--- config.mk ---
export PLATFORM = sky130hd
export DESIGN_NAME = acb_sequencer
export DESIGN_NICKNAME = d
export VERILOG_FILES = /design/src/rtl/acb_pkg.sv /design/src/rtl/acb_seq_regfile.sv /design/src/rtl/acb_sequencer.sv
export SDC_FILE = /design/constraint.sdc
export NUM_CORES = 2
export LEC_CHECK = 0
export CAP_MARGIN = 20
export CORE_MARGIN = 5
export CORE_UTILIZATION = 59
export DETAILED_ROUTE_END_ITERATION = 16
export GPL_TIMING_DRIVEN = 1
export PLACE_DENSITY_LB_ADDON = 0.05
export SLEW_MARGIN = 20
export SYNTH_ARGS = -nofsm -noshare
export SYNTH_HDL_FRONTEND = slang
export SYNTH_SLANG_ARGS = --single-unit
--- constraint.sdc ---
create_clock -name clk -period 8.13 [get_ports clk]
set_clock_uncertainty 0.2 [all_clocks]
set_input_delay 1.626 -clock clk [delete_from_list [all_inputs] [get_ports clk]]
set_output_delay 1.626 -clock clk [all_outputs]
set_load 0.05 [all_outputs]
--- src/rtl/acb_pkg.sv ---
// Shared constants and types for the acb GF(2^163) operand sequencer.
package acb_pkg;

  localparam int M = 163;

  localparam logic [1:0] OP_MUL   = 2'b00;
  localparam logic [1:0] OP_MULSQ = 2'b01;
  localparam logic [1:0] OP_ADD   = 2'b10;
  localparam logic [1:0] OP_COPY  = 2'b11;

  typedef enum logic [1:0] {
    ST_IDLE  = 2'b00,
    ST_ISSUE = 2'b01,
    ST_WAIT  = 2'b10
  } seq_state_e;

  // ADD and COPY finish in IDLE without involving acb.
  function automatic logic op_is_local(input logic [1:0] op);
    return (op == OP_ADD) || (op == OP_COPY);
  endfunction

endpackage

--- src/rtl/acb_seq_regfile.sv ---
// Field-element register file: instruction and host write ports (instruction
// wins on a shared address) and three combinational read ports.
module acb_seq_regfile
  import acb_pkg::*;
#(
  parameter  int NUM_REGS = 8,
  localparam int AW       = $clog2(NUM_REGS)
) (
  input  logic          clk,
  input  logic          rst,
  input  logic          inst_we,
  input  logic [AW-1:0] inst_addr,
  input  logic [M-1:0]  inst_data,
  input  logic          host_we,
  input  logic [AW-1:0] host_addr,
  input  logic [M-1:0]  host_data,
  input  logic [AW-1:0] rd_a_addr,
  output logic [M-1:0]  rd_a_data,
  input  logic [AW-1:0] rd_b_addr,
  output logic [M-1:0]  rd_b_data,
  input  logic [AW-1:0] rd_h_addr,
  output logic [M-1:0]  rd_h_data
);

  logic [M-1:0] regs [NUM_REGS];

  // NOTE: this storage is reset on purpose -- registers must read as zero after
  // rst; a plain RAM without reset would leave them undefined.
  always_ff @(posedge clk) begin
    if (rst) begin
      for (int i = 0; i < NUM_REGS; i++) regs[i] <= '0;
    end else begin
      // NOTE: non-blocking writes; the later instruction write overrides the
      // host write to the same address within this edge.
      if (host_we) regs[host_addr] <= host_data;
      if (inst_we) regs[inst_addr] <= inst_data;
    end
  end

  assign rd_a_data = regs[rd_a_addr];
  assign rd_b_data = regs[rd_b_addr];
  assign rd_h_data = regs[rd_h_addr];

endmodule

--- src/rtl/acb_sequencer.sv ---
// Operand sequencer for the acb GF(2^163) multiplier: IDLE/ISSUE/WAIT control,
// local ADD/COPY, host access when idle. Optional WAIT watchdog: ACB_SEQ_TIMEOUT_EN.
module acb_sequencer
  import acb_pkg::*;
#(
  parameter  int NUM_REGS       = 8,
  parameter  int TIMEOUT_CYCLES = 1024,
  localparam int AW             = $clog2(NUM_REGS)
) (
  input  logic          clk,
  input  logic          rst,
  input  logic          instr_valid,
  output logic          instr_ready,
  input  logic [1:0]    instr_op,
  input  logic [AW-1:0] instr_dst,
  input  logic [AW-1:0] instr_srca,
  input  logic [AW-1:0] instr_srcb,
  input  logic          host_wr_en,
  input  logic [AW-1:0] host_wr_addr,
  input  logic [M-1:0]  host_wr_data,
  input  logic [AW-1:0] host_rd_addr,
  output logic [M-1:0]  host_rd_data,
  output logic          busy,
  output logic          op_done,
  output logic          error,
  output logic [M-1:0]  acb_A,
  output logic [M-1:0]  acb_B,
  output logic          acb_enable,
  output logic          acb_configuration,
  input  logic [M-1:0]  acb_C,
  input  logic          acb_done
);

  if (NUM_REGS < 2) begin : g_bad_num_regs
    $error("acb_sequencer: NUM_REGS must be at least 2");
  end
  if (TIMEOUT_CYCLES < 2) begin : g_bad_timeout
    $error("acb_sequencer: TIMEOUT_CYCLES must be at least 2");
  end

  seq_state_e    state;
  logic [AW-1:0] dst_q;
  logic [M-1:0]  rd_a, rd_b;
  logic          accept, local_op, timeout_hit;
  logic          inst_we;
  logic [AW-1:0] inst_addr;
  logic [M-1:0]  inst_data;

  assign instr_ready = (state == ST_IDLE);
  assign busy        = (state != ST_IDLE);
  assign accept      = instr_valid && instr_ready;
  assign local_op    = op_is_local(instr_op);

  // NOTE: every output of this block gets a default first, so no latch is inferred.
  always_comb begin
    inst_we   = 1'b0;
    inst_addr = instr_dst;
    inst_data = rd_a;
    if (state == ST_WAIT) begin
      inst_we   = acb_done;
      inst_addr = dst_q;
      inst_data = acb_C;
    end else if (accept && local_op) begin
      inst_we = 1'b1;
      if (instr_op == OP_ADD) inst_data = rd_a ^ rd_b;
    end
  end

  acb_seq_regfile #(.NUM_REGS(NUM_REGS)) u_regfile (
    .clk       (clk),
    .rst       (rst),
    .inst_we   (inst_we),
    .inst_addr (inst_addr),
    .inst_data (inst_data),
    .host_we   (host_wr_en && !busy),
    .host_addr (host_wr_addr),
    .host_data (host_wr_data),
    .rd_a_addr (instr_srca),
    .rd_a_data (rd_a),
    .rd_b_addr (instr_srcb),
    .rd_b_data (rd_b),
    .rd_h_addr (host_rd_addr),
    .rd_h_data (host_rd_data)
  );

  always_ff @(posedge clk) begin
    if (rst) begin
      state             <= ST_IDLE;
      dst_q             <= '0;
      acb_A             <= '0;
      acb_B             <= '0;
      acb_enable        <= 1'b0;
      acb_configuration <= 1'b1;
      op_done           <= 1'b0;
    end else begin
      op_done    <= 1'b0;
      acb_enable <= 1'b0;
      unique case (state)
        ST_IDLE: begin
          if (accept) begin
            if (local_op) begin
              op_done <= 1'b1;
            end else begin
              // Operands are captured at acceptance, so dst may alias a source.
              acb_A             <= rd_a;
              acb_B             <= rd_b;
              acb_configuration <= (instr_op == OP_MUL);
              dst_q             <= instr_dst;
              acb_enable        <= 1'b1;
              state             <= ST_ISSUE;
            end
          end
        end
        ST_ISSUE: state <= ST_WAIT;
        ST_WAIT: begin
          if (acb_done) begin
            op_done <= 1'b1;
            state   <= ST_IDLE;
          end else if (timeout_hit) begin
            state <= ST_IDLE;
          end
        end
        default: state <= ST_IDLE;
      endcase
    end
  end

`ifdef ACB_SEQ_TIMEOUT_EN
  localparam int CW = $clog2(TIMEOUT_CYCLES + 1);

  logic [CW-1:0] wait_cnt;
  logic          error_q;

  // Counter is held at zero outside WAIT, so it starts from zero on every entry.
  always_ff @(posedge clk) begin
    if (rst) begin
      wait_cnt <= '0;
      error_q  <= 1'b0;
    end else begin
      wait_cnt <= (state == ST_WAIT) ? wait_cnt + CW'(1) : '0;
      if (timeout_hit) error_q <= 1'b1;
    end
  end

  assign timeout_hit = (state == ST_WAIT) && !acb_done &&
                       (wait_cnt == CW'(TIMEOUT_CYCLES - 1));
  assign error       = error_q;
`else
  assign timeout_hit = 1'b0;
  assign error       = 1'b0;
`endif

endmodule

Word-level counts from Yosys, hierarchy flattened --
Memories as Yosys holds them, arrays and structs flattened. Cells that the tools add are included. W data, S select, Z words.
Operators by class: multiplexer cells 29, bitwise operators 4, equal/unequal tests 7, reductions and logical operators 13
Operators with widths (number):
- $mux W163 | 5
- $reduce_or A163 Y1 | 2
- $xor A163 B163 Y163 | 1
- $mux W1 | 16
- $mux W3 | 3
- $eq A2 B2 Y1 const B | 3
- $mux W2 | 3
- $pmux W2 S3 | 1
- $reduce_and A3 Y1 | 2
- $logic_not A2 Y1 | 2
- $ne A2 B2 Y1 const B | 2
- $logic_and A1 B1 Y1 | 3
- $not A1 Y1 | 3
- $reduce_or A3 Y1 | 1
- $eq A2 B1 Y1 const B | 1
- $ne A2 B1 Y1 const B | 1
- $pmux W1 S2 | 1
- $reduce_bool A2 Y1 | 1
- $logic_not A1 Y1 | 1
- $logic_or A1 B1 Y1 | 1
Word-level totals: input port bits 348, bits in writable memories 1304, memories kept 1, register bits after elaboration 334
Memories:
- u_regfile.regs | words 8, width 163, read ports 3, clocked after memory_dff 0, wr ports 8, RTL line acb_seq_regfile.sv:25 | logic [M-1:0] regs [NUM_REGS];

Depth between registers and ports, before layout --
depth in word-level cells 10, mapped depth 10, depth with buffers taken out 7

By module --
From an unflattened synthesis, not the netlist that was laid out.
Second synthesis, totals: cells, all modules 8892, area, all modules 107378.0 um^2
Modules (own cells, without submodules):
- acb_seq_regfile | area an instance 90742.0 um^2, instances 1, cells each 6504, seq. area each 39157.6 um^2
- acb_sequencer | area an instance 16636.0 um^2, instances 1, cells each 2388, seq. area each 6686.4 um^2

Worst setup path after synthesis --
No wires, ideal clock.
path type in2reg, start in rst, end mem u_regfile.regs[0][0], enable pin, slack 990 ps, data arrival time 6411 ps, stages on the path 8, path buffers 3, required time 7401 ps, cells stage by stage clkbuf_1 nor3b_1 nand2b_1 nor3_1 clkbuf_1 clkbuf_1 nor2_1 nand2_1
RTL lines:
- from (decl) | RTL line acb_sequencer.sv:11 | input logic rst,
- to (decl) | RTL line acb_seq_regfile.sv:25

Worst setup path after layout --
start in host_rd_addr[0], end out host_rd_data[95]
Between the ends: longest elaborated chain between the ends 1
RTL lines:
- from (decl) | RTL line acb_sequencer.sv:21 | input logic [AW-1:0] host_rd_addr,
- $mem_v2 Z8 W163
- to (decl) | RTL line acb_sequencer.sv:22 | output logic [M-1:0] host_rd_data,
Every way passes these cells.

==> results.yml <==
synth:
  synth_cell_type_count: 40
  synthTopCellsByCount: "nand3_1, edfxtp_1, mux2i_1, o21ai_0, mux4_2"
  synth_nets: 9014
  synth_seq_cells: 1638
  syn_area_per_cell_um2: 11.5
  synth.cell_area_um2: 99400
  yosys.area.top_type: "edfxtp_1"
  syn_inst: 8666
  synth_most_common_cell: "nand3_1"
  synth_flop_cell: "edfxtp_1"
  synth_async_sr_flop_share_pct: 0
  yosysWarnings: 0
  synth_top_area_share_pct: 39.4
  synth-edff-count: 1304
  synthTopCellsByArea: "edfxtp_1, mux4_2, mux2i_1"
  yosysSeqAreaShare_pct: 46.1
clock_tree:
  path_clk_slew_ns: 0.06
  cts_buffers: 179
  ctsLongestPathBuffers: 3
  cts_tree: "done"
  cts_hold_buffers: 0
  cts-root-buf: "clkbuf_16"
  clk_latency_ns: 0.84
  clkSinkCount: 1638
  postCtsSetupRepairBufs: 0
  cts_resized: 0
  htreeDepth: 4
route:
  wl_um: 392000
  vias_per_cell: 7.54
  ant_nets: 0
  first_pass_iters: 7
  drc: 0
  vias: 84328
  wl_per_cell_um: 35.0
  drt-initial-drc-count: 13782
setup_path:
  r2r_cells: 7
  end_kind: "primary output"
  crit_start: "host_rd_addr[0]"
  worstReg2RegEnd: "u_regfile.regs[2][19]$_DFFE_PP_"
  reg2reg_slack_ns: 3.17
  worstPathArrival_ns: 4.58
  crit_type: "in2out"
  critPathMaxFanout: 58
  startpoint_type: "input pin"
  r2r-start: "state[0]$_SDFFE_PP0P_"
  crit_required_ns: 6.30
placed_design:
  pre_cts_slack_ns: 1.77
  place.gp.congestion: 0.921
  dp.cells: 10791
  dpl.hpwl_um: 216000
  port_buffers: 841
  place_area_um2: 108000
power_and_ir_drop:
  p_switching_mw: 6.88
  peakVddDrop_v: 0.000225
  power.share.combinational_pct: 20.1
  sequentialPowerShare_pct: 43.0
  internal_power_mw: 16.1
  clockPowerShare_pct: 36.9
  p_leak_nw: 38.9
  swShare_pct: 29.9
  power_density_nw_per_um2: 201
layout:
  areaGrowthSynthToFinish_pct: 15.3
  finalInstanceArea_um2: 115000
  drive_gt1_share_pct: 15.7
  layout.nets: 9116
  n_fill_cell: 12355
  layout.cells.non_filler: 11184
sta:
  setup_tns_ns: 0
  fmaxAchievable_ghz: 0.156
  worst_pin_slew_ns: 1.22
  min_period_ns: 6.40
  finalSetupViolCount: 0
  worst_slack_ns: 1.73
  fin_crit_sh_pct: 78.8
  rsz0062_at_grt: "false"
  slew_violations: 0
  slew_headroom_pct: 18.6
  hold_viol: 0
  hold_ws_ns: 0.253
hold_path:
  worstHoldStart: "acb_B[116]$_SDFFE_PP0P_"
  hold_class: "reg2reg"
  hold_end: "acb_B[116]$_SDFFE_PP0P_"
  min_path_cells: 2
flow_run:
  cap_violations: 0
floorplanning:
  fp-row-count: 150
  die_width_um: 421
  fp.coreArea_um2: 167000
  start_util_pct: 59.4
  dieArea_um2: 177000
  ios: 843
  die_h_um: 421
global_routing:
  grt_pass1_vias: 81938
  grt_max_degree: 197
  grt_overflow: 0
  grt_pass1_wl_um: 560000
  grt.total_usage_pct: 43.2
  antenna_found_initial: 70
status:
  status: "finished clean"
[sequential cells by signal, indices dropped and copies added, names as in the netlist]
name and cells:
dst_q 3, acb_B 163, state 2, acb_configuration 1, u_regfile.regs 1304, op_done 1, acb_A 163, acb_enable 1
[area by class of cell]
type	count	area [um2]	area share, %
well taps	2204	2760	2.41
multi-input cells	5957	49400	43.1
repair buffers	988	10400	9.05
flip-flops and latches	1638	45800	40.0
clock inverters	91	852	0.743
clock buffers	242	5200	4.53
inverters	4	15.0	0.0131
diodes	60	150	0.131
[power by group through the flow]
stage | registers (mW) | clock network [mW] | logic, mW
6_report | 9.90 | 8.49 | 4.62
2_1_floorplan | 10.3 | 0 | 2.63
5_1_grt | 9.92 | 8.84 | 4.77
4_1_cts | 9.87 | 8.49 | 4.53
3_5_place_dp | 10.0 | 0 | 4.51
3_3_place_gp | 10.0 | 0 | 4.45
[per-stage QoR]
step / util (%) / total power [mW]
floorplan: - / 12.9
global placement: 64.8 / 14.5
detailed placement: 64.8 / 14.6
CTS: 68.4 / 22.9
global route: 68.4 / 23.5
finish: 68.5 / 23.0
[routing by layer]
layer  GRT usage, %  wire [um]
met3           10.7      50400
met2           66.2     179000
met4           35.6      35000
met1           52.0     127000
met5              0        130
[worst max path at each step]
stage	endpoint
floorplan	u_regfile.regs[0][0]$_DFFE_PP_
global placement	host_rd_data[93]
detailed placement	host_rd_data[94]
CTS	host_rd_data[94]
global route	host_rd_data[95]
finish	host_rd_data[95]
[logic make-up after synthesis]
logic type,after synthesis,synth area share (%)
AND/OR/NAND/NOR,2042,9.88
AO/OA/AOI/OAI,1957,11.1
multiplexers,1794,27.1
flip-flops,1638,46.1
buffers and inverters,1071,4.41
XOR/XNOR,163,1.44
other,1,0.00377
[worst max-delay path, cell delays in order]
cell             delay, ns
buf_8                 0.59
buf_4                 0.46
mux4_2                0.55
mux2_2                0.28
clkdlybuf4s50_1       0.91
[cells in the final DEF, fill, tap and decap left out, types with 4 or more instances in the layout]
cell             count
o21ai_0            723
nor2_1             176
mux2i_1            866
bufinv_16           15
nand4_1              9
clkinv_1            24
a21oi_1            167
buf_4               82
mux2i_4             23
nor2_4               7
clkinv_2            38
clkbuf_16          188
nand2_1            193
nand2b_4             4
nand2_4              9
mux2i_2             90
buf_12              65
clkbuf_1            25
mux4_2             652
edfxtp_1          1304
nand3_1           1613
dfxtp_1            334
clkdlybuf4s50_1    833
a211oi_1           163
and4_1               9
o21ai_1            582
mux2_2             163
xor2_1             154
buf_8                8
xnor2_1              9
diode_2             60
a22oi_1            317
clkinvlp_4           7
clkbuf_8            29
Note: power is estimated with default switching activity, not from simulation.
